**src/rtl/subs_rob_pkg.sv**
```systemverilog
// Shared types and constants for the substitution-stage reorder buffer.
package subs_rob_pkg;

   localparam int unsigned SUBS_FACTOR_W = 4;
   localparam int unsigned ROB_DEPTH     = 4;

   typedef struct packed {
      logic                     valid;
      logic                     done;
      logic [SUBS_FACTOR_W-1:0] factor;
   } rob_entry_t;

endpackage

```
**src/rtl/subs_rob_ptr.sv**
```systemverilog
// Wrap-bit pointer: index bits plus one extra MSB so full and empty can be told apart.
module subs_rob_ptr #(
   parameter int unsigned W = 3
) (
   input  logic         clk,
   input  logic         rst,
   input  logic         inc,
   output logic [W-1:0] ptr
);

   logic [W-1:0] ptr_q;

   // Advance on inc; the natural W-bit rollover gives modulo 2*DEPTH.
   always_ff @(posedge clk or posedge rst) begin
      if (rst) begin
         ptr_q <= '0;
      end else if (inc) begin
         ptr_q <= ptr_q + W'(1);
      end
   end

   assign ptr = ptr_q;

endmodule

```
**src/rtl/subs_rob.sv**
```systemverilog
// Reorder buffer of per-polynomial substitution descriptors. Entries are allocated in
// order, completed by tag in any order, and presented / retired strictly in order.
module subs_rob
   import subs_rob_pkg::*;
#(
   parameter int unsigned DEPTH    = ROB_DEPTH,
   parameter int unsigned TAG_W    = $clog2(DEPTH),
   parameter int unsigned FACTOR_W = SUBS_FACTOR_W
) (
   input  logic                clk,
   input  logic                rst,
   input  logic                alloc_valid,
   output logic                alloc_ready,
   input  logic [FACTOR_W-1:0] alloc_factor,
   output logic [TAG_W-1:0]    alloc_tag,
   input  logic                cmpl_valid,
   input  logic [TAG_W-1:0]    cmpl_tag,
   output logic                rob_empty,
   output logic [FACTOR_W-1:0] subs_factor,
   input  logic                retire,
   output logic [TAG_W:0]      count,
   output logic                err
);

   rob_entry_t entries_q [DEPTH];
   rob_entry_t entries_d [DEPTH];
   logic       err_q, err_d;

   logic [TAG_W:0]   head_ptr, tail_ptr;
   logic [TAG_W-1:0] head_idx, tail_idx;
   logic             full, head_ready;
   logic             alloc_fire, cmpl_ok, retire_ok;

   subs_rob_ptr #(.W(TAG_W + 1)) u_head (
      .clk (clk),
      .rst (rst),
      .inc (retire_ok),
      .ptr (head_ptr)
   );

   subs_rob_ptr #(.W(TAG_W + 1)) u_tail (
      .clk (clk),
      .rst (rst),
      .inc (alloc_fire),
      .ptr (tail_ptr)
   );

   assign head_idx = head_ptr[TAG_W-1:0];
   assign tail_idx = tail_ptr[TAG_W-1:0];

   // Full/ready come from registers only, so a same-cycle retire never frees a slot early.
   assign full        = (head_idx == tail_idx) && (head_ptr[TAG_W] != tail_ptr[TAG_W]);
   assign alloc_ready = !full;
   assign alloc_tag   = tail_idx;
   assign alloc_fire  = alloc_valid && alloc_ready;

   assign head_ready  = entries_q[head_idx].valid && entries_q[head_idx].done;
   assign rob_empty   = !head_ready;
   assign subs_factor = entries_q[head_idx].valid ? entries_q[head_idx].factor : '0;
   assign retire_ok   = retire && head_ready;

   // A tail being allocated this cycle is not yet valid, so completing it is an error.
   assign cmpl_ok = cmpl_valid && entries_q[cmpl_tag].valid && !entries_q[cmpl_tag].done;

   assign count = tail_ptr - head_ptr;
   assign err   = err_q;

   // Next-state of the entry array and sticky error flag. Retire, completion and
   // allocation never legally target the same entry in one cycle.
   always_comb begin
      for (int i = 0; i < DEPTH; i++) begin
         entries_d[i] = entries_q[i];
      end
      err_d = err_q;
      if (retire_ok) begin
         entries_d[head_idx].valid = 1'b0;
         entries_d[head_idx].done  = 1'b0;
      end
      if (cmpl_ok) begin
         entries_d[cmpl_tag].done = 1'b1;
      end
      if (alloc_fire) begin
         entries_d[tail_idx].valid  = 1'b1;
         entries_d[tail_idx].done   = 1'b0;
         entries_d[tail_idx].factor = alloc_factor;
      end
      if ((cmpl_valid && !cmpl_ok) || (retire && !head_ready)) begin
         err_d = 1'b1;
      end
   end

   // Entry array and error register; reset discards everything at once.
   always_ff @(posedge clk or posedge rst) begin
      if (rst) begin
         for (int i = 0; i < DEPTH; i++) begin
            entries_q[i] <= '0;
         end
         err_q <= 1'b0;
      end else begin
         for (int i = 0; i < DEPTH; i++) begin
            entries_q[i] <= entries_d[i];
         end
         err_q <= err_d;
      end
   end

endmodule

```
**config.mk**
```make
export PLATFORM = sky130hd
export DESIGN_NAME = subs_rob
export DESIGN_NICKNAME = d
export VERILOG_FILES = /design/src/rtl/subs_rob_pkg.sv /design/src/rtl/subs_rob_ptr.sv /design/src/rtl/subs_rob.sv
export SDC_FILE = /design/constraint.sdc
export NUM_CORES = 1
export LEC_CHECK = 0
export ABC_AREA = 1
export BUFFER_PORTS_ARGS = -buffer_cell sky130_fd_sc_hd__buf_2
export CAP_MARGIN = 10
export CORE_MARGIN = 3
export CORE_UTILIZATION = 57
export DETAILED_ROUTE_END_ITERATION = 16
export PLACE_DENSITY_LB_ADDON = 0.3
export SLEW_MARGIN = 15
export SYNTH_ARGS = -nofsm -noshare
export SYNTH_HDL_FRONTEND = slang
export SYNTH_SLANG_ARGS = --single-unit
```
**constraint.sdc**
```tcl
create_clock -name clk -period 1.7 [get_ports clk]
set_input_delay 0.17 -clock clk [delete_from_list [all_inputs] [get_ports clk]]
set_output_delay 0.17 -clock clk [all_outputs]
set_load 0.03 [all_outputs]
```
-- Word-level counts from Yosys, hierarchy flattened
Index checks and enable logic that the tools add are counted.
- add/sub/neg operators: 3
- magnitude comparators: 6
- eq/ne operators: 2
- muxes and demuxes: 28
- bitwise gates (word level): 3
- reductions and logical operators: 16
- operators with widths (operator ; count):
    bitwise mux 24 bit ; 6
    demux 6 bit (select 2 bit) ; 6
    2-to-1 mux 24 bit ; 3
    2-to-1 mux 6 bit ; 6
    binary-select mux 6 bit (select 2 bit) ; 2
    2-to-1 mux 5 bit ; 3
    logical AND 1 bit ; 11
    greater-or-equal comparator 3 bit, second input constant ; 3
    < comparator 3 x 1 -> 1 bit, second input constant ; 3
    inverter 2 -> 3 bit ; 3
    2-to-1 mux 4 bit ; 2
    adder 3 x 1 -> 3 bit, second input constant ; 2
    logical NOT 1 bit ; 4
    subtractor 3 bit ; 1
    equality test 2 bit ; 1
    logical OR 1 bit ; 1
    != test 1 bit ; 1
- register bits after elaboration: 31
- bits of input ports: 11
- output and inout port bits: 12
- logic and storage cells: 73

-- Logic depth before layout (Yosys ltp)
- depth after elaboration: 14
- depth in mapped cells: 9
- depth with buffers taken out: 9

-- By module
From an unflattened synthesis, not the netlist that was laid out.
- cells, all modules: 205
- area, all modules: 1659.1 um^2
- by module, submodules not included (module ; times used ; cells an instance ; area each (um^2) ; sequential area each (um^2)):
    subs_rob ; 1 ; 175 ; 1386.3 ; 625.6
    subs_rob_ptr ; 2 ; 15 ; 136.4 ; 75.1

-- Least setup slack after synthesis
No wires, ideal clock.
- path kind: reg-to-output
- from: reg u_tail.ptr_q[0] (netlist: u_tail.ptr[0])
- to: out count[2]
- arrival time: 1550 ps
- required time: 1530 ps
- setup slack: -20 ps
- stages on the path, launching flop included: 5
- buffers on the path: 0
- path through: dfrtp_1 > inv_1 > ha_1 > fa_1 > xor2_1
- longest elaborated chain between the ends: 1
- ends and longest elaborated chain (what ; RTL line ; RTL):
    start, declared ; subs_rob_ptr.sv:11 ; logic [W-1:0] ptr_q;
    start signal, assigned ; subs_rob_ptr.sv:18 ; ptr_q <= ptr_q + W'(1);
    subtractor 3 bit ; subs_rob.sv:65 ; assign count = tail_ptr - head_ptr;
    end, declared ; subs_rob.sv:21 ; output logic [TAG_W:0] count,
No other way between the ends.

-- Worst setup path in the final report
- from: reg u_head.ptr_q[0] (netlist: u_head.ptr[0])
- to: out count[1]
- longest elaborated chain between the ends: 1
- ends and longest elaborated chain (what ; RTL line):
    start, declared ; subs_rob_ptr.sv:11
    start signal, assigned ; subs_rob_ptr.sv:18
    subtractor 3 bit ; subs_rob.sv:65
No other way between the ends.

==> run summary <==
The flow ran to the end, but the final reports show violations. The final reports fail on setup timing. The xor and xnor area share after synthesis was 2.977%; the count of final setup violators was 6. Once detailed placement completed, the half-perimeter wirelength came to 2627 um. Pre-CTS worst setup slack: 0.06447 ns. The maximum root-to-sink buffer count is 2, and the TritonCTS buffer count is 5. The number of enable flip-flop cells after synthesis was 0.

The detail route stage leaves a number of antenna-violating nets equal to 0. Dominant register cell in the synthesized netlist: sky130_fd_sc_hd__dfrtp_1. The number of nets handed over by synthesis was 232.

The highest clock frequency the design can meet came out at 0.5492 GHz. The area growth from synthesis to layout came out at 23.53%. The number of DRC markers in iteration 0 came out at 85. STA classifies the critical path startpoint as a flop.

By instance count, the leading cell after synthesis is sky130_fd_sc_hd__nand2_1. The area fraction in compound gates after synthesis works out to 11.41%. The share of synthesized area in the top cell type comes to 43.94%. The layout cell share with drive strength beyond 1 is 30.36%, and the leakage component of the power is 1.151 nW. The run gives 1336 as the number of global-route vias before repair.

Normalized max-slew margin: 74.06%. The run gives 0 as the warning count from the yosys run. The critical path runs through a total of 4 cells. With fillers left out, the area of the finished cells amounts to 2181 um^2. The category of the worst setup path capture point was a primary output.

The multiplexer share of the synthesized area was 0%. Yosys mapped the design onto 26 distinct sky130hd cell types. The worst hold path class was in2reg.

Pin slew with the least headroom to its limit: 0.3891 ns. The first global-routing pass estimated 6396 um of wire. The first detailed-routing pass took 4 iterations. Pin placement for this block handled 23 I/O pins. For this configuration, the core starts out at a cell density of 61.89%. The run gives -0.1209 ns as the worst path setup slack after routing. The number of antenna violations at the first check in global routing is 0. TritonCTS built the clock tree. The final global-route overflow total is 0. The length in cells of the worst reg-to-reg path works out to 9.

The final routed wire length divided by cell count is 14.60 um. The largest net degree at the start of global routing came out at 32. The CTS clock-pin slew for the worst setup and hold paths came out at 0.09 ns. The worst-path cell with the longest stage delay is sky130_fd_sc_hd__fa_2. The die covers 3801 um^2.

The die span in y works out to 61.66 um. The run gives 0 as the hold violation total from the final report. In the routed design, unresolved DRC markers number 0. The final layout contains routed wiring with a total length of 4058 um.

The root buffer cell chosen for the clock tree is sky130_fd_sc_hd__clkbuf_4. Sorting the synthesized cells by how often they occur yields 56 x sky130_fd_sc_hd__nand2_1, 31 x sky130_fd_sc_hd__dfrtp_1, 26 x sky130_fd_sc_hd__inv_1. In this run the worst path has a maximum fanout of 2. After synthesis, the cell types taking the most area are sky130_fd_sc_hd__dfrtp_1 44%, sky130_fd_sc_hd__nand2_1 12%, sky130_fd_sc_hd__ha_1 7.1%, sky130_fd_sc_hd__o21ai_0 5.7%, sky130_fd_sc_hd__inv_1 5.5%.

For this run, the slowest stage of the critical path takes 0.54 ns. Across the VDD grid, the largest voltage drop is 1.322 mV. After Yosys synthesis, full adders, half adders and majority gates account for 8.221% of the synthesized area. The run gives 0 as the max-slew violation count. The number of antenna cells inserted was 0; the ratio of final minimum period to clock period was 107.1%. The depth of the worst hold-timing path came out at 3.

Setup repair after global routing could not meet its margin everywhere. The maximum clock skew at final layout was 0.007810 ns. The synthesized design contains 31 register bits.

The share of flip-flops with an asynchronous set or reset was 100.0%; the shortest period the worst path allows was 1.821 ns. Traced cell by cell, the critical path runs through ha_4, fa_2, inv_2, buf_6. The total standard cell area after synthesis came out at 1765 um^2. The worst setup path is of the reg2out kind. The logs give 2 for the depth of the CTS H-tree and 1946 um^2 for the total cell area at the placement stage. The row count is 19, and the share of the core filled with cells is 76.45%. Synthesized area per cell: 8.407 um^2.

The critical path required time is 1.53 ns. Clock tree synthesis found a total of 31 sinks. After synthesis, flip-flops and latches occupy 43.94% of the total area.

The biggest area contributor in the post-synthesis netlist is sky130_fd_sc_hd__dfrtp_1. The placer congestion estimate was 0.8364; the worst hold slack was 0.04255 ns. The count of buffers inserted at the top-level ports was 22. At the end of the flow, the number of nets in the layout was 269.

The total number of vias came out at 1472. From left edge to right edge, the die measures 61.66 um. Counting every instance in the synthesized netlist gives 210.

Counting both buffers and inverters, the worst setup path holds a total of 2. The later pin in the worst-skew pair is clocked with a latency of 0.34 ns. Grouping stages by cell kind, the critical path spends the most delay in adder cells.

The simple-gate share of the synthesized area came out at 24.81%. The placeable core region came out at 2853 um^2. The tools report the max-capacitance violation count as 0. Power spread over the standard cell area amounts to 2314 nW/um^2. After detailed routing, the number of vias per cell comes to 5.295. Data arrives at the worst endpoint at 1.65 ns.

After synthesis, the largest family of logic cells by area is simple AND/OR/NAND/NOR gates. Global routing used 23.62% of the available tracks across all layers.
through the flow:
stage | cells | total power (W) | TNS, ns
floorplan | 210 | 0.003241 | 0
global placement | 265 | 0.003846 | 0
detailed placement | 265 | 0.003924 | 0
CTS | 278 | 0.004865 | -0.3001
global route | 278 | 0.005420 | -0.8300
finish | 278 | 0.005046 | -0.4033
area by class of cell:
cell class / count / area (um^2)
clock buffers: 6 / 51.30
clock inverters: 1 / 5.005
fillers: 195 / 671.9
inverters: 31 / 126.4
multi-input cells: 144 / 912.1
flip-flops and latches: 31 / 778.2
well taps: 31 / 38.79
repair buffers: 34 / 269.0
path summary, 6_finish.rpt:
check                           slack (ns)            end           from
worst max-delay path                 -0.12       count[1]  u_head.ptr[0]
worst min-delay path                  0.04            err     cmpl_valid
worst max register to register        0.16  entries_q[18]  u_tail.ptr[1]
worst min register to register        0.46            err            err
max in group asynchronous             0.95  u_head.ptr[0]            rst
min in group asynchronous             0.44   entries_q[3]            rst
tightest hold or removal path, stage by stage:
cell and delay (ns):
sky130_fd_sc_hd__buf_2 0.09, sky130_fd_sc_hd__nand2_1 0.05, sky130_fd_sc_hd__nand2_1 0.05
flip-flops by register name (all words and copies together), names as in the netlist:
name / count
u_tail.ptr: 3
err: 1
entries_q: 24
u_head.ptr: 3
metal layers:
metal | vias up | wire [um] | GRT usage [%]
met1 | 687 | 1847 | 32.76
li1 | 739 | - | -
met4 | 0 | 59 | 8.788
met5 | - | 0 | 0
met2 | 39 | 1920 | 35.28
met3 | 7 | 230 | 6.499
power by group:
group	total [W]	internal (W)	switching, W	leakage [nW]
Sequential	0.00130	0.00107	0.000229	0.369
Clock	0.000436	0.000191	0.000245	0.0341
Combinational	0.00332	0.00133	0.00199	0.748
Total	0.00505	0.00258	0.00246	1.15
cells in the final DEF, fill, tap and decap left out, types with 2 or more instances in the layout:
master | synthesis | layout
sky130_fd_sc_hd__nand3_2 | 3 | 6
sky130_fd_sc_hd__inv_2 | 4 | 5
sky130_fd_sc_hd__a21oi_1 | 5 | 4
sky130_fd_sc_hd__o21ai_2 | 1 | 2
sky130_fd_sc_hd__nand2_1 | 56 | 54
sky130_fd_sc_hd__inv_1 | 26 | 24
sky130_fd_sc_hd__xor2_1 | 5 | 4
sky130_fd_sc_hd__clkbuf_4 | 0 | 5
sky130_fd_sc_hd__o21ai_1 | 3 | 5
sky130_fd_sc_hd__buf_4 | 3 | 9
sky130_fd_sc_hd__o22ai_1 | 3 | 3
sky130_fd_sc_hd__ha_4 | 0 | 2
sky130_fd_sc_hd__dfrtp_2 | 0 | 2
sky130_fd_sc_hd__nand2_4 | 5 | 6
sky130_fd_sc_hd__nor2_1 | 13 | 13
sky130_fd_sc_hd__dfrtp_1 | 31 | 29
sky130_fd_sc_hd__nand3_1 | 8 | 5
sky130_fd_sc_hd__o21ai_0 | 20 | 17
sky130_fd_sc_hd__ha_1 | 10 | 8
sky130_fd_sc_hd__nand4_1 | 3 | 3
sky130_fd_sc_hd__buf_2 | 0 | 14
sky130_fd_sc_hd__a21oi_2 | 3 | 4
sky130_fd_sc_hd__buf_6 | 1 | 9
repair_timing:
item / 4_1_cts / 5_1_grt
buffers inserted: 5 / 0
endpoints found under the setup margin: 7 / 8
pin swaps: 3 / 4
resized for setup: 28 / 13
hold buffers: 1 / 0
cloned: 0 / 0
hold endpoints to repair: 31 / 0
logic make-up after synthesis:
group	Yosys count
xor+xnor	6
flops	31
compound gates	36
fa+ha+maj	11
buf+inv	35
simple gates	91
Note: power is estimated with default switching activity, not from simulation.
